==> config.mk <==
export PLATFORM = sky130hd
export DESIGN_NAME = hazard_ctrl_flat
export DESIGN_NICKNAME = d
export VERILOG_FILES = /design/src/rtl/hazard_ctrl_if.sv /design/src/rtl/hazard_ctrl.sv /design/src/flat_wrapper.sv
export SDC_FILE = /design/constraint.sdc
export NUM_CORES = 1
export LEC_CHECK = 0
export BUFFER_PORTS_ARGS = -buffer_cell sky130_fd_sc_hd__buf_2
export CORE_AREA = 2 2 88 133
export DETAILED_ROUTE_END_ITERATION = 7
export DIE_AREA = 0 0 90 135
export PLACE_DENSITY = 0.45
export SLEW_MARGIN = 20
export SYNTH_ARGS = -nofsm -noshare
export SYNTH_HDL_FRONTEND = slang
export SYNTH_SLANG_ARGS = --single-unit
export TNS_END_PERCENT = 50
==> constraint.sdc <==
create_clock -name clk -period 2.9 [get_ports clk]
set_input_delay 0.435 -clock clk [delete_from_list [all_inputs] [get_ports clk]]
set_output_delay 0.435 -clock clk [all_outputs]
set_load 0.05 [all_outputs]
==> src/rtl/hazard_ctrl_if.sv <==
// ----------------------------------------------------------------------------
// hazard_ctrl_if
// Purpose : Bundles the pipeline-hazard signals exchanged between the
//           pipeline datapath and the hazard controller.
// Signals :
//   IF_IDRegRn, IF_IDRegRm  [4:0]  source registers of the instruction in ID
//   ID_EXRegRd              [4:0]  destination register of the instruction in EX
//   ID_EXmemRead                   instruction in EX is a load
//   PCSrc                          taken branch resolved in MEM
//   dmem_req, dmem_ready           data-memory access handshake (MEM stage)
//   PCWrite, IF_IDWrite            PC / IF-ID write enables
//   ID_EXbubble                    zero the ID/EX control fields
//   IF_IDflush, ID_EXflush,
//   EX_MEMflush                    clear the named pipeline register
//   freeze                         every pipeline register holds
//   halted                         sticky memory-timeout error
//   lu_cnt, flush_cnt, wait_cnt    performance counters [CNT_W-1:0]
// Modports: master = pipeline side (drives the inputs), slave = controller.
// ----------------------------------------------------------------------------
interface hazard_ctrl_if #(
    parameter int CNT_W = 16
);
    logic [4:0]       IF_IDRegRn;
    logic [4:0]       IF_IDRegRm;
    logic [4:0]       ID_EXRegRd;
    logic             ID_EXmemRead;
    logic             PCSrc;
    logic             dmem_req;
    logic             dmem_ready;
    logic             PCWrite;
    logic             IF_IDWrite;
    logic             ID_EXbubble;
    logic             IF_IDflush;
    logic             ID_EXflush;
    logic             EX_MEMflush;
    logic             freeze;
    logic             halted;
    logic [CNT_W-1:0] lu_cnt;
    logic [CNT_W-1:0] flush_cnt;
    logic [CNT_W-1:0] wait_cnt;

    modport master (
        output IF_IDRegRn, IF_IDRegRm, ID_EXRegRd, ID_EXmemRead,
               PCSrc, dmem_req, dmem_ready,
        input  PCWrite, IF_IDWrite, ID_EXbubble,
               IF_IDflush, ID_EXflush, EX_MEMflush,
               freeze, halted, lu_cnt, flush_cnt, wait_cnt
    );

    modport slave (
        input  IF_IDRegRn, IF_IDRegRm, ID_EXRegRd, ID_EXmemRead,
               PCSrc, dmem_req, dmem_ready,
        output PCWrite, IF_IDWrite, ID_EXbubble,
               IF_IDflush, ID_EXflush, EX_MEMflush,
               freeze, halted, lu_cnt, flush_cnt, wait_cnt
    );
endinterface

==> src/rtl/hazard_ctrl.sv <==
// ----------------------------------------------------------------------------
// hazard_ctrl
// Purpose : Pipeline hazard controller. Detects load-use hazards (stall +
//           bubble), taken-branch flushes, and data-memory wait states
//           (global freeze), with a watchdog that latches a sticky error
//           when memory stalls longer than TIMEOUT cycles. Three saturating
//           performance counters track stalls, flushes and wait cycles.
// Ports   :
//   clk    rising-edge clock
//   reset  synchronous, active-high reset
//   bus    hazard_ctrl_if.slave (all pipeline/hazard signals)
// Parameters:
//   TIMEOUT  max consecutive memory-wait cycles before the error state
//   CNT_W    width of each performance counter
// ----------------------------------------------------------------------------
module hazard_ctrl #(
    parameter int TIMEOUT = 15,
    parameter int CNT_W   = 16
) (
    input  logic          clk,
    input  logic          reset,
    hazard_ctrl_if.slave  bus
);

    typedef enum logic [1:0] {
        ST_RUN  = 2'd0,
        ST_WAIT = 2'd1,
        ST_ERR  = 2'd2
    } state_t;

    // One spare bit so the counter can always represent TIMEOUT itself.
    localparam int               WAIT_W    = $clog2(TIMEOUT + 2);
    localparam logic [WAIT_W-1:0] TIMEOUT_V = WAIT_W'(TIMEOUT);
    localparam logic [CNT_W-1:0]  CNT_MAX   = '1;

    state_t            r_state;
    state_t            w_next_state;
    logic [WAIT_W-1:0] r_wait;
    logic [CNT_W-1:0]  r_lu_cnt;
    logic [CNT_W-1:0]  r_flush_cnt;
    logic [CNT_W-1:0]  r_wait_cnt;

    logic w_load_use;
    logic w_freeze;
    logic w_lu_cyc;
    logic w_flush_cyc;

    // Register 31 is the hard-wired zero register, so a load to it never
    // creates a real dependency.
    assign w_load_use = bus.ID_EXmemRead && (bus.ID_EXRegRd != 5'd31) &&
                        ((bus.ID_EXRegRd == bus.IF_IDRegRn) ||
                         (bus.ID_EXRegRd == bus.IF_IDRegRm));

    // ------------------------------------------------------------------
    // State register
    // ------------------------------------------------------------------
    // NOTE: sequential state uses non-blocking (<=) so every flop samples
    // pre-edge values; combinational blocks use blocking (=).
    always_ff @(posedge clk) begin
        if (reset) begin
            r_state <= ST_RUN;
        end else begin
            r_state <= w_next_state;
        end
    end

    // ------------------------------------------------------------------
    // Next-state logic
    // ------------------------------------------------------------------
    // NOTE: every always_comb output gets a default on entry so no path
    // through the block leaves it unassigned (which would infer a latch).
    always_comb begin
        w_next_state = r_state;
        unique case (r_state)
            ST_RUN: begin
                if (bus.dmem_req && !bus.dmem_ready) begin
                    w_next_state = ST_WAIT;
                end
            end
            ST_WAIT: begin
                if (bus.dmem_ready) begin
                    w_next_state = ST_RUN;
                end else if (r_wait == TIMEOUT_V) begin
                    w_next_state = ST_ERR;
                end
            end
            ST_ERR:  w_next_state = ST_ERR;
            default: w_next_state = ST_RUN;
        endcase
    end

    // Wait-cycle counter: 1 on entry to WAIT, +1 per WAIT cycle, 0 otherwise.
    always_ff @(posedge clk) begin
        if (reset) begin
            r_wait <= '0;
        end else if (r_state == ST_RUN && w_next_state == ST_WAIT) begin
            r_wait <= WAIT_W'(1);
        end else if (r_state == ST_WAIT && w_next_state == ST_WAIT) begin
            r_wait <= r_wait + WAIT_W'(1);
        end else begin
            r_wait <= '0;
        end
    end

    // ------------------------------------------------------------------
    // Output logic (Mealy). Priority: freeze > branch flush > load-use.
    // A reset cycle presents the plain "run" outputs regardless of the
    // registered state, since the state is about to be forced to RUN.
    // ------------------------------------------------------------------
    always_comb begin
        w_freeze        = 1'b0;
        w_lu_cyc        = 1'b0;
        w_flush_cyc     = 1'b0;
        bus.PCWrite     = 1'b1;
        bus.IF_IDWrite  = 1'b1;
        bus.ID_EXbubble = 1'b0;
        bus.IF_IDflush  = 1'b0;
        bus.ID_EXflush  = 1'b0;
        bus.EX_MEMflush = 1'b0;
        bus.halted      = 1'b0;

        if (!reset) begin
            unique case (r_state)
                ST_RUN:  w_freeze = bus.dmem_req && !bus.dmem_ready;
                ST_WAIT: w_freeze = !bus.dmem_ready;
                ST_ERR:  w_freeze = 1'b1;
                default: w_freeze = 1'b0;
            endcase
            bus.halted = (r_state == ST_ERR);

            if (w_freeze) begin
                bus.PCWrite    = 1'b0;
                bus.IF_IDWrite = 1'b0;
            end else if (bus.PCSrc) begin
                w_flush_cyc     = 1'b1;
                bus.IF_IDflush  = 1'b1;
                bus.ID_EXflush  = 1'b1;
                bus.EX_MEMflush = 1'b1;
            end else if (w_load_use) begin
                w_lu_cyc        = 1'b1;
                bus.PCWrite     = 1'b0;
                bus.IF_IDWrite  = 1'b0;
                bus.ID_EXbubble = 1'b1;
            end
        end
    end

    assign bus.freeze = w_freeze;

    // ------------------------------------------------------------------
    // Saturating performance counters (registered outputs only).
    // ------------------------------------------------------------------
    always_ff @(posedge clk) begin
        if (reset) begin
            r_lu_cnt    <= '0;
            r_flush_cnt <= '0;
            r_wait_cnt  <= '0;
        end else begin
            if (w_lu_cyc && r_lu_cnt != CNT_MAX) begin
                r_lu_cnt <= r_lu_cnt + CNT_W'(1);
            end
            if (w_flush_cyc && r_flush_cnt != CNT_MAX) begin
                r_flush_cnt <= r_flush_cnt + CNT_W'(1);
            end
            if (w_freeze && r_state != ST_ERR && r_wait_cnt != CNT_MAX) begin
                r_wait_cnt <= r_wait_cnt + CNT_W'(1);
            end
        end
    end

    assign bus.lu_cnt    = r_lu_cnt;
    assign bus.flush_cnt = r_flush_cnt;
    assign bus.wait_cnt  = r_wait_cnt;

endmodule

==> src/flat_wrapper.sv <==
// flat-port wrapper written by rule: the top's interface ports become plain ports
module hazard_ctrl_flat 
#(
    parameter int TIMEOUT = 15,
    parameter int CNT_W   = 16
)
  (clk, reset, bus_IF_IDRegRn, bus_IF_IDRegRm, bus_ID_EXRegRd, bus_ID_EXmemRead, bus_PCSrc, bus_dmem_req, bus_dmem_ready, bus_PCWrite, bus_IF_IDWrite, bus_ID_EXbubble, bus_IF_IDflush, bus_ID_EXflush, bus_EX_MEMflush, bus_freeze, bus_halted, bus_lu_cnt, bus_flush_cnt, bus_wait_cnt);
  hazard_ctrl_if #(.CNT_W(CNT_W)) bus_i ();
  input  logic clk;
  input  logic reset;
  input wire logic [$bits(bus_i.IF_IDRegRn)-1:0] bus_IF_IDRegRn;
  input wire logic [$bits(bus_i.IF_IDRegRm)-1:0] bus_IF_IDRegRm;
  input wire logic [$bits(bus_i.ID_EXRegRd)-1:0] bus_ID_EXRegRd;
  input wire logic [$bits(bus_i.ID_EXmemRead)-1:0] bus_ID_EXmemRead;
  input wire logic [$bits(bus_i.PCSrc)-1:0] bus_PCSrc;
  input wire logic [$bits(bus_i.dmem_req)-1:0] bus_dmem_req;
  input wire logic [$bits(bus_i.dmem_ready)-1:0] bus_dmem_ready;
  output wire logic [$bits(bus_i.PCWrite)-1:0] bus_PCWrite;
  output wire logic [$bits(bus_i.IF_IDWrite)-1:0] bus_IF_IDWrite;
  output wire logic [$bits(bus_i.ID_EXbubble)-1:0] bus_ID_EXbubble;
  output wire logic [$bits(bus_i.IF_IDflush)-1:0] bus_IF_IDflush;
  output wire logic [$bits(bus_i.ID_EXflush)-1:0] bus_ID_EXflush;
  output wire logic [$bits(bus_i.EX_MEMflush)-1:0] bus_EX_MEMflush;
  output wire logic [$bits(bus_i.freeze)-1:0] bus_freeze;
  output wire logic [$bits(bus_i.halted)-1:0] bus_halted;
  output wire logic [$bits(bus_i.lu_cnt)-1:0] bus_lu_cnt;
  output wire logic [$bits(bus_i.flush_cnt)-1:0] bus_flush_cnt;
  output wire logic [$bits(bus_i.wait_cnt)-1:0] bus_wait_cnt;
  assign bus_i.IF_IDRegRn = bus_IF_IDRegRn;
  assign bus_i.IF_IDRegRm = bus_IF_IDRegRm;
  assign bus_i.ID_EXRegRd = bus_ID_EXRegRd;
  assign bus_i.ID_EXmemRead = bus_ID_EXmemRead;
  assign bus_i.PCSrc = bus_PCSrc;
  assign bus_i.dmem_req = bus_dmem_req;
  assign bus_i.dmem_ready = bus_dmem_ready;
  assign bus_PCWrite = bus_i.PCWrite;
  assign bus_IF_IDWrite = bus_i.IF_IDWrite;
  assign bus_ID_EXbubble = bus_i.ID_EXbubble;
  assign bus_IF_IDflush = bus_i.IF_IDflush;
  assign bus_ID_EXflush = bus_i.ID_EXflush;
  assign bus_EX_MEMflush = bus_i.EX_MEMflush;
  assign bus_freeze = bus_i.freeze;
  assign bus_halted = bus_i.halted;
  assign bus_lu_cnt = bus_i.lu_cnt;
  assign bus_flush_cnt = bus_i.flush_cnt;
  assign bus_wait_cnt = bus_i.wait_cnt;
  hazard_ctrl #(.TIMEOUT(TIMEOUT), .CNT_W(CNT_W)) u_core (.clk(clk), .reset(reset), .bus(bus_i));
endmodule
==> qor.txt <==
status: finished, final reports clean
final clock skew: 0.01103 ns
Vias/cell: 4.580
total of max-cap violations: 0
Via Count: 2,505
vias in the first global route: 2,468
Synth Net Count: 350
H-tree levels: 2
CTS Hold Bufs: 0
Critical R2R Capture: u_core.bus.flush_cnt[15]$_SDFFE_PP0P_
endpoints failing setup: 0
power per cell area: 438.0 nW/um^2
commonest non-fill, non-tap cell in the layout: buf_2
n_diodes: 0
Worst-path clk slew: 0.08 ns
most used cell, CP: buf_2
CORE AREA: 10,940 sq um
Worst Hold Class: in -> reg
DRT iter0 DRCs: 81
Mapped Avg Cell Area: 8.345 sq um
post-layout instance count excluding filler cells: 547
Syn Inst Count: 324
Syn. warnings: 0
Post-Synth XOR/XNOR Area: 14.58%
simple-gate portion of the synthesized area: 30.12%
Mapped Area: 2704 sq um
crit-path max FO: 7
Synth cell types: 41
worst slew pin tran: 0.5356 ns
setup TNS: 0 ns
I/O Buffers: 76
Pre-Repair DR Iteration Count: 4
max_slew headroom: 64.25%
Starting Density: 24.72%
Max VDD drop: 0.1945 mV
kind of cell adding the most delay to the critical path: simple AND/OR/NAND/NOR gates
# placed instances: 539
Adder-Cell Fraction of Synth Area: 2.314%
CTS tree: yes
Register-to-Register Setup Slack: 0.78 ns
post_cts resized: 0
first-pass GRT wire length: 11,910 um
drt wl/cell: 12.93 um
compound-gate portion of the synthesized area: 7.358%
initial antenna violation count: 0
CTS Buf Count: 5
Post-CTS Setup Inserts: 0
Tmin final: 2.372 ns
Final Cycle Share: 81.80%
row cnt: 47
Reg2Reg Launch Point: u_core.r_state[0]$_SDFF_PP0_
leakage: 1.353 nW
drt drc: 0
Ports: 77
final hold viol count: 0
largest family of logic cells by synthesized area: simple AND/OR/NAND/NOR gates
commonest cells after routing, fill and taps aside: buf_2 (76), nor2_1 (56), dfxtp_1 (55)
register bit total from synthesis: 55
cells along the critical path: buf_2 -> and3_1 -> a311oi_1 -> nand3b_1 -> nor2_1 -> buf_2
clock root buffer: clkbuf_16
GPL Wtd Cong: 0.7039
Max stage delay cell, worst path: a311oi_1
# fillers: 1,231
Final nets: 425
proportion of synthesized chip area in sequential cells: 40.72%
max-slew violation count: 0
largest net degree at the start of global routing: 39
Post-Layout Inst Area: 3387 sq um
DIE AREA: 12,150 sq um
clk_lat worst skew: 0.30 ns
Crit. Startpoint: bus_ID_EXRegRd[2]
Critical Setup Path Class: in -> out
Startpoint Class: primary input
Hold Path Depth: 4
CP Buf/Inv Count: 2
Post-DRT Antenna Nets: 0
reg2reg path depth: 6
Die Span X: 90 um
clock buffer depth: 2
DP HPWL: 5297 um
RSZ-0062 raised after global routing: false
hold_sp: bus_dmem_ready
mux share of post-synthesis cell area: 1.573%
Post-DP Area: 3242 sq um
worst stage delay on the critical path: 0.47 ns
Hold WS: 0.4410 ns
final wirelength: 7073 um
Tot GR Track Use: 11.95%
WP data arrival: 1.94 ns
CTS sink cnt: 55
fraction of layout cells with a size suffix above 1: 23.75%
height of the die: 135 um
Total Power: 1.484 mW
endpoint kind of the worst setup timing path: primary output
P&R area growth vs syn: 25.27%
Max Fclk: 421.5 MHz
WHS Endpoint: u_core.r_state[1]$_SDFF_PP0_
Worst EP required: 2.47 ns
GRT overflow: 0
-- metal layers --
metal  vias up  GRT usage (%)  routed length [um]  part of all wire (%)
li1       1277              -                   -                     -
met1      1159          13.66                2996                    42
met2        57          21.60                3643                    52
met3        12          2.623                 284                   4.0
met4         0          4.701                 149                   2.1
met5         -              0                   0                     0
-- power by group --
group / internal [mW] / switching [mW]
Clock: 0.319 / 0.286
Sequential: 0.759 / 0.00586
Combinational: 0.0363 / 0.0776
Total: 1.11 / 0.369
-- Yosys cell counts, drive strengths merged --
library cell	n	area share (%)
a211oi	2	0.56
a21boi	1	0.28
a21o	2	0.56
a21oi	11	2.0
a22oi	1	0.28
a311oi	1	0.32
and2	1	0.23
and3	9	2.1
and4	4	1.3
buf	4	0.97
clkbuf	8	1.1
dfxtp	55	41
ha	5	2.3
inv	9	1.2
mux2	2	0.83
mux2i	2	0.74
nand2	20	2.8
nand2b	1	0.23
nand3	19	3.5
nand3b	1	0.28
nand4	12	2.8
nand4b	1	0.32
nor2	57	8.0
nor2b	3	0.69
nor3	19	3.7
nor3b	1	0.28
nor4	3	0.69
o2111ai	2	0.65
o21a	1	0.28
o21ai	7	1.3
o31ai	4	1.1
or2	1	0.32
or3	4	1.1
or4	6	1.8
xnor2	20	6.5
xor2	25	8.1
-- state kept, by name (all words and copies together), names as in the netlist --
signal / flops
u_core.r_wait: 5
u_core.r_state: 2
u_core.bus.lu_cnt: 16
u_core.bus.flush_cnt: 16
u_core.bus.wait_cnt: 16
-- area by class of cell --
class	count	area [sq um]	share of cell area, %
multi-input combinational	248	1513	44.66
clock buffer	5	125.1	3.694
sequential	55	1101	32.51
clock inverter	3	20.02	0.5911
tap	147	183.9	5.430
inverter	9	33.78	0.9974
timing repair buffer	80	410.4	12.12
-- logic make-up (layout without fill, tap and decap cells) --
kind of cell | after synthesis | in the layout
multiplexers | 4 | 4
adder cells (fa/ha/maj) | 5 | 5
AND/OR/NAND/NOR | 162 | 162
XOR/XNOR | 45 | 45
flip-flops | 55 | 55
buffers and inverters | 21 | 97
AO/OA/AOI/OAI | 32 | 32
-- tightest hold or removal path, delay by kind of cell --
kind	cells	cell delay, ns
AO/OA/AOI/OAI	1	0.06
AND/OR/NAND/NOR	2	0.11
buffers and inverters	1	0.09
-- metrics by stage --
stage	utilization (%)	setup WS, ns
after floorplan	-	0.3611
after global placement	29.64	0.4621
after detailed placement	29.64	0.4745
after CTS	30.97	0.4762
after global routing	30.97	0.3934
final	30.97	0.5278
-- worst max-delay path by stage --
| stage | endpoint | cells after the start |
|---|---|---|
| floorplan | bus_PCWrite | 6 |
| global placement | bus_ID_EXbubble | 6 |
| detailed placement | bus_ID_EXbubble | 6 |
| CTS | bus_ID_EXbubble | 6 |
| global route | bus_ID_EXbubble | 6 |
| finish | bus_ID_EXbubble | 6 |
(Power assumes the default switching activity.)
